$ cat src/rtl/cpa_pkg.sv
// Shared constants and helpers for the shared carry-propagate adder slice.
package cpa_pkg;

  localparam int CPA_N      = 40;
  localparam int CPA_NREQ   = 4;
  // Width of one requester's slice in the packed req_a/req_b buses.
  localparam int CPA_SLICE_W = CPA_N;

  // Ceiling log2, never below 1, so a tag field always has at least one bit.
  function automatic int clog2(input int value);
    int r;
    int v;
    r = 0;
    v = value - 1;
    while (v > 0) begin
      r++;
      v = v >> 1;
    end
    if (r == 0) r = 1;
    return r;
  endfunction

endpackage

$ cat src/rtl/cpa_block.sv
// Plain N-bit carry-propagate adder with carry-in; carry-out is discarded.
module cpa_block #(
  parameter int N = 40
) (
  input  logic [N-1:0] a,
  input  logic [N-1:0] b,
  input  logic         cin,
  output logic [N-1:0] sum
);

  assign sum = a + b + {{(N-1){1'b0}}, cin};

endmodule

$ cat src/rtl/cpa_share_arbiter.sv
// Round-robin sharing of one cpa_block among NREQ requesters, with an
// operand register and a result register so one add can retire per cycle.
module cpa_share_arbiter
  import cpa_pkg::*;
#(
  parameter int  N    = CPA_N,
  parameter int  NREQ = CPA_NREQ,
  localparam int IDW  = clog2(NREQ)
) (
  input  logic              clk,
  input  logic              rst,
  input  logic [NREQ-1:0]   req_valid,
  output logic [NREQ-1:0]   req_ready,
  input  logic [NREQ*N-1:0] req_a,
  input  logic [NREQ*N-1:0] req_b,
  output logic              res_valid,
  input  logic              res_ready,
  output logic [N-1:0]      res_sum,
  output logic [IDW-1:0]    res_id,
  output logic              busy
);

  logic [IDW-1:0] ptr_reg;
  logic           s1_v_reg;
  logic [N-1:0]   s1_a_reg;
  logic [N-1:0]   s1_b_reg;
  logic [IDW-1:0] s1_id_reg;
  logic           res_valid_reg;
  logic [N-1:0]   res_sum_reg;
  logic [IDW-1:0] res_id_reg;

  logic           s2_adv;
  logic           s1_adv;
  logic           accept_en;
  logic           accept;
  logic [IDW-1:0] gnt;
  logic           gnt_found;
  logic [IDW-1:0] ptr_next;
  logic [N-1:0]   cpa_sum;

  logic [IDW-1:0] scan_idx [NREQ];
  logic [N-1:0]   a_slice  [NREQ];
  logic [N-1:0]   b_slice  [NREQ];

  assign s2_adv    = !res_valid_reg | res_ready;
  assign s1_adv    = s1_v_reg & s2_adv;
  assign accept_en = (!s1_v_reg | s1_adv) & !rst;
  assign accept    = accept_en & gnt_found;

  // scan_idx[k] is ptr+k with an explicit wrap, so non-power-of-2 NREQ works.
  genvar gi;
  generate
    for (gi = 0; gi < NREQ; gi++) begin : g_req
      logic [IDW:0] scan_sum;
      assign scan_sum     = {1'b0, ptr_reg} + (IDW+1)'(gi);
      assign scan_idx[gi] = (scan_sum >= (IDW+1)'(NREQ))
                            ? IDW'(scan_sum - (IDW+1)'(NREQ))
                            : scan_sum[IDW-1:0];
      assign a_slice[gi]   = req_a[gi*N +: N];
      assign b_slice[gi]   = req_b[gi*N +: N];
      assign req_ready[gi] = accept & (gnt == IDW'(gi));
    end
  endgenerate

  always_comb begin
    gnt       = '0;
    gnt_found = 1'b0;
    for (int k = 0; k < NREQ; k++) begin
      if (!gnt_found && req_valid[scan_idx[k]]) begin
        gnt       = scan_idx[k];
        gnt_found = 1'b1;
      end
    end
  end

  assign ptr_next = (gnt == IDW'(NREQ - 1)) ? '0 : gnt + IDW'(1);

  cpa_block #(
    .N (N)
  ) u_cpa (
    .a   (s1_a_reg),
    .b   (s1_b_reg),
    .cin (1'b0),
    .sum (cpa_sum)
  );

  always_ff @(posedge clk) begin
    if (rst) begin
      ptr_reg       <= '0;
      s1_v_reg      <= 1'b0;
      s1_a_reg      <= '0;
      s1_b_reg      <= '0;
      s1_id_reg     <= '0;
      res_valid_reg <= 1'b0;
      res_sum_reg   <= '0;
      res_id_reg    <= '0;
    end else begin
      // Stage 1 refills in the same cycle it hands its operands onward.
      if (accept) begin
        s1_v_reg  <= 1'b1;
        s1_a_reg  <= a_slice[gnt];
        s1_b_reg  <= b_slice[gnt];
        s1_id_reg <= gnt;
        ptr_reg   <= ptr_next;
      end else if (s1_adv) begin
        s1_v_reg  <= 1'b0;
      end

      if (s1_adv) begin
        res_valid_reg <= 1'b1;
        res_sum_reg   <= cpa_sum;
        res_id_reg    <= s1_id_reg;
      end else if (res_ready) begin
        res_valid_reg <= 1'b0;
      end
    end
  end

  assign res_valid = res_valid_reg;
  assign res_sum   = res_sum_reg;
  assign res_id    = res_id_reg;
  assign busy      = s1_v_reg | res_valid_reg;

endmodule

$ cat config.mk
export PLATFORM = sky130hd
export DESIGN_NAME = cpa_share_arbiter
export DESIGN_NICKNAME = d
export VERILOG_FILES = /design/src/rtl/cpa_pkg.sv /design/src/rtl/cpa_block.sv /design/src/rtl/cpa_share_arbiter.sv
export SDC_FILE = /design/constraint.sdc
export NUM_CORES = 1
export LEC_CHECK = 0
export CAP_MARGIN = 20
export CORE_ASPECT_RATIO = 0.5
export CORE_MARGIN = 5
export CORE_UTILIZATION = 40
export CTS_CLUSTER_DIAMETER = 40
export DETAILED_ROUTE_END_ITERATION = 16
export PLACE_DENSITY = 0.76
export SLEW_MARGIN = 10
export SYNTH_ARGS = -nofsm -noshare
export SYNTH_HDL_FRONTEND = slang
export SYNTH_SLANG_ARGS = --single-unit
$ cat constraint.sdc
create_clock -name clk -period 3.2 [get_ports clk]
set_input_delay 0.64 -clock clk [delete_from_list [all_inputs] [get_ports clk]]
set_output_delay 0.64 -clock clk [all_outputs]
set_load 0.02 [all_outputs]
-- Yosys cells after proc, flatten, opt, wreduce, memory -nomap -nowiden
Index checks and enable logic that the tools add are counted.
- add/subtract/negate cells: 9
- bitwise logic cells: 11
- eq/ne operators: 3
- muxes and demuxes: 31
- reductions and logical operators: 12
- $lt $le $gt $ge: 9
- operators with widths (operator ; number):
    $bmux 40 s2 ; 2
    $mux 40 ; 4
    $add 40x40->40 ; 1
    $mux 2 ; 9
    $ge 3x3->1 const B ; 4
    $lt 2x3->1 const B ; 4
    $mux 1 ; 12
    $bmux 1 s2 ; 4
    $sub 2x1->2 const B ; 4
    $and 1x1->1 ; 7
    $add 2x2->3 const B ; 2
    $logic_not 1->1 ; 6
    $eq 2x2->1 const B ; 2
    $reduce_bool 2->1 ; 2
    $add 2x1->3 const B ; 1
    $ge 2x3->1 const B ; 1
    $logic_and 1x1->1 ; 3
    $not 2->3 ; 1
    $or 1x1->1 ; 3
    $add 2x1->2 const B ; 1
    $eq 2x1->1 const B ; 1
    $logic_not 2->1 ; 1
- bits of input ports: 327
- word-level logic and storage cells: 83
- register bits after elaboration: 128
- output and inout bits: 48

-- Longest topological paths before layout
Gate-level depths: netlist of the first run.
- word-level depth: 18
- gate-level depth with buffers: 11

-- Cells and area by module
A second synthesis of the first run with hierarchy kept.
- cells, all modules: 997
- area, all modules: 8554.5 um^2
- by module, submodules not included (module ; times used ; area each (um^2) ; cells an instance):
    cpa_share_arbiter ; 1 ; 6311.1 ; 676
    cpa_block ; 1 ; 2243.4 ; 321

-- Worst setup path after synthesis of the first run
Ideal clock, no wire load.
- path kind: input to output
- start: input req_valid[0]
- end: output req_ready[3]
- data required time: 2.560 ns
- arrival: 2.315 ns
- stages on the path: 9
- setup slack: 0.245 ns
- cells stage by stage: nor2b_1 a21oi_1 nor2_1 a211o_1 inv_2 clkbuf_1 buf_2 ha_1 and2_1
- word-level cells in the longest chain between the ends: 14
- elaborated cells between the ends (all ways): 25
- ends and longest elaborated chain (item ; RTL line ; source):
    from (decl) ; cpa_share_arbiter.sv:12 ; input logic [NREQ-1:0] req_valid,
    $bmux 1 s2 ; cpa_share_arbiter.sv:69 ; if (!gnt_found && req_valid[scan_idx[k]]) begin
    $mux 1 (implied by the code) ; cpa_share_arbiter.sv:69 ;
    $mux 1 ; cpa_share_arbiter.sv:69 ;
    $logic_not 1->1 ; cpa_share_arbiter.sv:69 ;
    $logic_and 1x1->1 ; cpa_share_arbiter.sv:69 ;
    $mux 1 ; cpa_share_arbiter.sv:69 ;
    $logic_not 1->1 ; cpa_share_arbiter.sv:69 ;
    $logic_and 1x1->1 ; cpa_share_arbiter.sv:69 ;
    $mux 1 ; cpa_share_arbiter.sv:69 ;
    $logic_not 1->1 ; cpa_share_arbiter.sv:69 ;
    $logic_and 1x1->1 ; cpa_share_arbiter.sv:69 ;
    $mux 2 * ; cpa_share_arbiter.sv:69 ;
    via gnt[0] ; cpa_share_arbiter.sv:36 ; logic [IDW-1:0] gnt;
    $eq 2x2->1 * ; cpa_share_arbiter.sv:61 ; assign req_ready[gi] = accept & (gnt == IDW'(gi));
    $and 1x1->1 * ; cpa_share_arbiter.sv:61 ;
    to (decl) ; cpa_share_arbiter.sv:13 ; output logic [NREQ-1:0] req_ready,
The timed path passes the listed nets; every way through them passes the cells marked *. The select of a mux whose other input is x is not followed.

-- Worst setup path after layout of the first run
- start: input req_valid[0]
- end: output req_ready[3]
- word-level cells in the longest chain between the ends: 14
- elaborated cells between the ends (all ways): 25
- ends and longest elaborated chain (item ; RTL line):
    $bmux 1 s2 ; cpa_share_arbiter.sv:69
    $mux 1 (implied by the code) ; cpa_share_arbiter.sv:69
    $mux 1 ; cpa_share_arbiter.sv:69
    $logic_not 1->1 ; cpa_share_arbiter.sv:69
    $logic_and 1x1->1 ; cpa_share_arbiter.sv:69
    $mux 1 ; cpa_share_arbiter.sv:69
    $logic_not 1->1 ; cpa_share_arbiter.sv:69
    $logic_and 1x1->1 ; cpa_share_arbiter.sv:69
    $mux 1 ; cpa_share_arbiter.sv:69
    $logic_not 1->1 ; cpa_share_arbiter.sv:69
    $logic_and 1x1->1 ; cpa_share_arbiter.sv:69
    $mux 2 / $mux 1 (equally long branches) ; cpa_share_arbiter.sv:69
    $eq 2x2->1 / $and 1x1->1 (equally long branches) ; cpa_share_arbiter.sv:61, cpa_share_arbiter.sv:48
    $and 1x1->1 * ; cpa_share_arbiter.sv:61
Every way passes the cells marked *; elsewhere a longest branch is shown, timed or not. The select of a mux whose other input is x is not followed.

==> results of run 1 <==
## routing by layer
layer	up-vias	share of wire
met5	-	0
met4	0	0.019
met3	52	0.095
met2	447	0.44
met1	5167	0.45
li1	5248	-
## worst max-delay path by stage
stage	cells past startpoint	startpoint	slack, ns	to
6_report	9	req_valid[0]	0.08	req_ready[3]
3_5_place_dp	12	req_valid[0]	-0.31	s1_a_reg[1]
4_1_cts	9	req_valid[0]	0.08	req_ready[3]
5_1_grt	9	req_valid[0]	0.0008	req_ready[3]
3_3_place_gp	12	req_valid[0]	-0.23	s1_a_reg[1]
2_1_floorplan	9	req_valid[0]	0.25	req_ready[3]
## critical path, stage by stage
cell and delay (ns):
clkdlybuf4s50_1 0.42, nor2b_1 0.16, a21oi_1 0.14, nor2_1 0.08
a211o_4 0.36, inv_4 0.08, ha_1 0.16, and2_1 0.12
dlygate4sd2_1 0.33
## synthesized netlist by cell type, types with 2 or more instances
cell type  instances  area share
a21o_1            15       0.013
xor2_1            11       0.011
dfxtp_1          128        0.29
a31oi_1            5      0.0035
a41oi_1            3      0.0030
o21a_1             3      0.0026
buf_2              2      0.0011
and3_1            73       0.052
nand3_1           12      0.0068
nand2b_1           4      0.0028
a221o_1            2      0.0023
nand3b_1           2      0.0017
inv_1             17      0.0072
and2_1             7      0.0050
nor2_1           103       0.044
o21bai_1          11      0.0094
xnor2_1           19       0.019
a211oi_1           9      0.0077
nor4_1             4      0.0028
nand2_1          380        0.16
nand4_1           10      0.0071
o22ai_1            2      0.0014
a21oi_1          169       0.096
a311oi_1          65       0.064
mux2i_1           16       0.018
clkbuf_1          85       0.036
buf_1             11      0.0047
o21ai_0           35       0.020
a211o_1            5      0.0050
ha_1              43       0.061
nor2b_1            5      0.0035
o211ai_1          10      0.0085
nor3_1             9      0.0051
and4_1             2      0.0020
## layout make-up
| cell class | count | area, µm² | area share |
|---|---|---|---|
| timing repair buffer | 421 | 4140 | 0.304 |
| inverter | 18 | 70.1 | 0.00514 |
| clock inverter | 15 | 171 | 0.0126 |
| antenna | 1 | 2.50 | 0.000184 |
| clock buffer | 17 | 425 | 0.0312 |
| multi-input combinational | 1054 | 5870 | 0.431 |
| sequential | 128 | 2570 | 0.188 |
| tap | 300 | 375 | 0.0275 |
## cells by family (layout without fill, tap and decap cells)
| logic type | Yosys count | in the layout | share of synthesized area |
|---|---|---|---|
| AO/OA/AOI/OAI | 347 | 347 | 0.250 |
| XOR/XNOR | 30 | 30 | 0.0298 |
| adder cells (fa/ha/maj) | 44 | 44 | 0.0632 |
| buffers and inverters | 116 | 471 | 0.0496 |
| flip-flops | 128 | 128 | 0.290 |
| multiplexers | 16 | 16 | 0.0181 |
| other | 0 | 1 | 0 |
| AND/OR/NAND/NOR | 617 | 617 | 0.300 |
## power by group through the flow
stage / logic, mW / registers (mW) / clock network [mW]
after CTS: 3.81 / 2.20 / 2.01
after global placement: 3.74 / 2.23 / 0
after global routing: 4.23 / 2.24 / 2.10
final: 3.86 / 2.22 / 1.99
after floorplan: 2.21 / 2.19 / 0
after detailed placement: 3.79 / 2.23 / 0
## what timing repair did
item,in CTS,in global routing
hold buffers,0,0
gates resized for setup,4,8
cloned,0,0
pin swaps,0,0
endpoints found under the setup margin,4,6
==> run metrics, run 1 <==
H-Tree Depth 4; DP Area 13000 µm²; iteration-0 DRC count of the detailed router 1032; Arrival @ worst endpoint 2.48 ns; commonest cells after routing, fill and taps aside 380 x nand2_1, 369 x clkdlybuf4s50_1, 169 x a21oi_1; met2 Usage GRT 0.456; Reg power frac 0.275; hold path depth 2; R2R Path Start s1_a_reg[10]; asr flop ratio synth 0; grt met1 use 0.439; Mapped Area 8830 µm²; vias in the first global route 10400; Comb pwr share 0.478; Core Rows 38; GRT busiest layer met2; Int Power 4.77 mW; first-pass iteration count of the detailed router 5; maximum fanout along the worst path 5; largest net degree at the start of global routing 118; Die Y 115 µm; area grow syn2layout 54.3%; Final nets 2011; critical path class in -> out; gpl congestion 0.944; RSZ-0062 raised after global routing no; sequential share of the synthesized area 0.290; most common cell after layout, fill and taps aside nand2_1; clock sinks 128; Worst-Margin Slew 0.779 ns; crit share post-route 0.974; final wirelength 39200 µm; crit path time final 3.12 ns; YS warnings 0; first-pass GRT wire length 59400 µm; hold path start res_sum[23]; routing usage on met3 0.0684; Tot Pwr 8.08 mW; die width 220 µm; Worst Setup Start Kind primary input; core area 21700 µm²; Worst slew margin 0.481; worst setup margin 0.0827 ns; CTS tree built; CTS root buf clkbuf_16; FMAX 321 MHz; drt drc 0; CTS buffer count 17; detailed placement HPWL 31400 µm; Max clock buf depth 2; Synthesized Nets 1669; placed cells 1921; Clock Skew 0.0155 ns; status finished, final reports clean; starting density of the core 0.407; Synth Register Bits 128; register-to-register setup slack 0.10 ns; Reg2Reg Depth 10; DRT antenna net count 0; Psw 3.31 mW; Clk pwr share 0.246; power density over the cells 593 nW/µm²; EDFF count, synth 0; Skew-Pair Late Insertion Delay 0.43 ns; Worst Hold Path EP res_sum[23]; Hold Crit Class reg -> reg; die footprint 25300 µm²; Worst EP required 2.56 ns; setup TNS 0 ns; # setup viols final 0; Slew Viols, Final 0; P_leak 5.77 nW; syn avg cell area 6.80 µm²; Congestion Overflow GR 0; Non-Filler Instances 1954; post-layout util 0.629; kind of end point of the critical path output port; Synth cell types 55; Routed wire per std cell 20.0 µm; layout cell share with drive strength beyond 1 0.0599; max_cap viols 0; Fin Hold WS 0.450 ns; via count 10900; pre-CTS WS -0.306 ns; IO Pins 375; buffers added on ports 374; initial antenna violation count 1; Post-CTS Setup Inserts 0; overall routing resource usage 0.301; peak supply drop 0.395 mV; cell area after layout 13600 µm²; Worst-path clk slew 0.06 ns; Vias/cell 5.59; fill count 1961; sw frac 0.410; Post-Synthesis Cells 1298; top_reg_cell synth dfxtp_1; final hold violation count 0; RR Endpoint res_sum[33]
Note: power is estimated with default switching activity, not from simulation.
==> inputs of run 2 (changes only) <==
--- a/config.mk
+++ b/config.mk
@@ -6,7 +6,7 @@
 export NUM_CORES = 1
 export LEC_CHECK = 0
 export CAP_MARGIN = 20
-export CORE_ASPECT_RATIO = 0.5
+export CORE_ASPECT_RATIO = 2
 export CORE_MARGIN = 5
 export CORE_UTILIZATION = 40
 export CTS_CLUSTER_DIAMETER = 40
==> constraint.sdc (replaced) <==
create_clock -name clk -period 2.95 [get_ports clk]
set_input_delay 0.59 -clock clk [delete_from_list [all_inputs] [get_ports clk]]
set_output_delay 0.59 -clock clk [all_outputs]
set_load 0.02 [all_outputs]
==> run metrics, run 2 (synthesis gave the netlist of run 1 again) <==
P_leak 5.89 nW (was 5.77 nW); Post-CTS Setup Inserts 0 (unchanged); Clock Skew 0.00902 ns (was 0.0155 ns); Skew-Pair Late Insertion Delay 0.42 ns (was 0.43 ns); core area 22000 µm² (was 21700 µm²); DRT antenna net count 0 (unchanged); FMAX 339 MHz; Core Rows 77 (was 38); CTS root buf clkbuf_16 (unchanged); crit path time final 2.95 ns; clock sinks 128 (unchanged); gpl congestion 0.953 (was 0.944); drt drc 0 (unchanged); peak supply drop 0.426 mV (was 0.395 mV); die width 115 µm (was 220 µm); CTS buffer count 17 (unchanged); maximum fanout along the worst path 4 (was 5); via count 10700 (was 10900); Tot Pwr 8.82 mW (was 8.08 mW); Worst-Margin Slew 0.796 ns (was 0.779 ns); critical path class reg -> reg (was in -> out); Slew Viols, Final 0 (unchanged); Congestion Overflow GR 0 (unchanged); IO Pins 375 (unchanged); Arrival @ worst endpoint 3.26 ns (was 2.48 ns); Routed wire per std cell 19.2 µm (was 20.0 µm); Vias/cell 5.49 (was 5.59); Worst-path clk slew 0.06 ns (about the same); layout cell share with drive strength beyond 1 0.0748 (was 0.0599); post-layout util 0.630 (was 0.629); most common cell after layout, fill and taps aside nand2_1 (unchanged); initial antenna violation count 2 (was 1); Int Power 5.43 mW (was 4.77 mW); Psw 3.40 mW (was 3.31 mW); power density over the cells 638 nW/µm² (was 593 nW/µm²); # setup viols final 0 (unchanged); die footprint 25300 µm² (about the same); Reg power frac 0.261 (was 0.275); first-pass GRT wire length 55600 µm (was 59400 µm); kind of end point of the critical path flip-flop (was output port); final wirelength 37400 µm (was 39200 µm); sw frac 0.385 (was 0.410); Max clock buf depth 2 (unchanged); final hold violation count 0 (unchanged); first-pass iteration count of the detailed router 5 (unchanged); status finished, final reports clean (unchanged); commonest cells after routing, fill and taps aside 380 x nand2_1, 369 x clkdlybuf4s50_1, 169 x a21oi_1 (unchanged); overall routing resource usage 0.280 (was 0.301); CTS tree built (unchanged); largest net degree at the start of global routing 119 (was 118); detailed placement HPWL 29100 µm (was 31400 µm); area grow syn2layout 56.7% (was 54.3%); Clk pwr share 0.252 (was 0.246); starting density of the core 0.402 (was 0.407); Die Y 220 µm (was 115 µm); iteration-0 DRC count of the detailed router 532 (was 1032); Worst EP required 3.26 ns (was 2.56 ns); Final nets 2029 (was 2011); vias in the first global route 10500 (was 10400); max_cap viols 0 (unchanged); Worst Setup Start Kind flip-flop (was primary input); H-Tree Depth 4 (unchanged); Hold Crit Class reg -> reg (unchanged); RSZ-0062 raised after global routing yes (was no); crit share post-route 0.999; Worst slew margin 0.469 (was 0.481); buffers added on ports 374 (unchanged); Comb pwr share 0.487 (was 0.478)
==> run 2: area by class of cell <==
type | instances | area (µm²)
sequential | 128 | 2560
timing repair buffer | 439 | 4300
multi-input combinational | 1054 | 5940
clock buffer | 19 | 433
clock inverter | 13 | 186
inverter | 18 | 70.1
antenna | 1 | 2.50
fill | 2039 | 8130
tap | 276 | 345
==> run 2: repair_timing <==
action,4_1_cts,5_1_grt
gates cloned,0,1
hold buffers,0,0
resized for setup,16,15
pin swaps,1,1
endpoints found under the setup margin,8,26
==> run 2: layer usage <==
| metal | vias to the layer above | routed length (µm) | share of wire | GRT usage |
|---|---|---|---|---|
| met4 | 2 | 1940 | 0.052 | 0.145 |
| met3 | 87 | 2080 | 0.056 | 0.0464 |
| met1 | 4937 | 13800 | 0.37 | 0.310 |
| li1 | 5277 | - | - | - |
| met5 | - | 13 | 0.00035 | 0 |
| met2 | 394 | 19500 | 0.52 | 0.503 |
==> run 2: worst paths after layout <==
kind	from	to	slack, ns	cells after the start
worst min register to register	res_sum[12]	res_sum[12]	0.45	2
worst min-delay path	res_sum[12]	res_sum[12]	0.45	2
worst max-delay path	s1_a_reg[10]	res_sum[33]	0.002	10
worst max register to register	s1_a_reg[10]	res_sum[33]	0.002	10
==> run 2: power groups by stage <==
stage                     clock, mW  sequential (mW)  combinational, mW
after detailed placement          0             2.33               4.17
after global placement            0             2.32               4.12
after global routing           2.34             2.34               4.69
final                          2.22             2.30               4.30
after CTS                      2.25             2.30               4.21
after floorplan                   0             2.38               2.39
==> run 2: critical path, stage by stage, from the launching register on <==
cell and delay, ns:
dfxtp_1 0.33, ha_1 0.34, and3_1 0.20, a221o_1 0.33, a31o_1 0.25, a21o_1 0.19, nor4b_1 0.17, or4_4 0.46
a21oi_2 0.17, nor4_1 0.06, a311o_1 0.33
==> run 2: per-stage QoR <==
| step | worst slack, ns | TNS, ns | cell area (µm²) | instances | hold WS, ns |
|---|---|---|---|---|---|
| finish | 0.00177 | 0 | 13800 | 1948 | 0.449 |
| CTS | 0.0272 | 0 | 13800 | 1946 | 0.452 |
| detailed placement | -0.495 | -15.15 | 13100 | 1914 | 0.444 |
| floorplan | 0.0953 | 0 | 8830 | 1298 | 0.432 |
| global route | -0.0589 | -0.0992 | 13800 | 1948 | 0.464 |
| global placement | -0.465 | -12.30 | 13100 | 1914 | 0.439 |
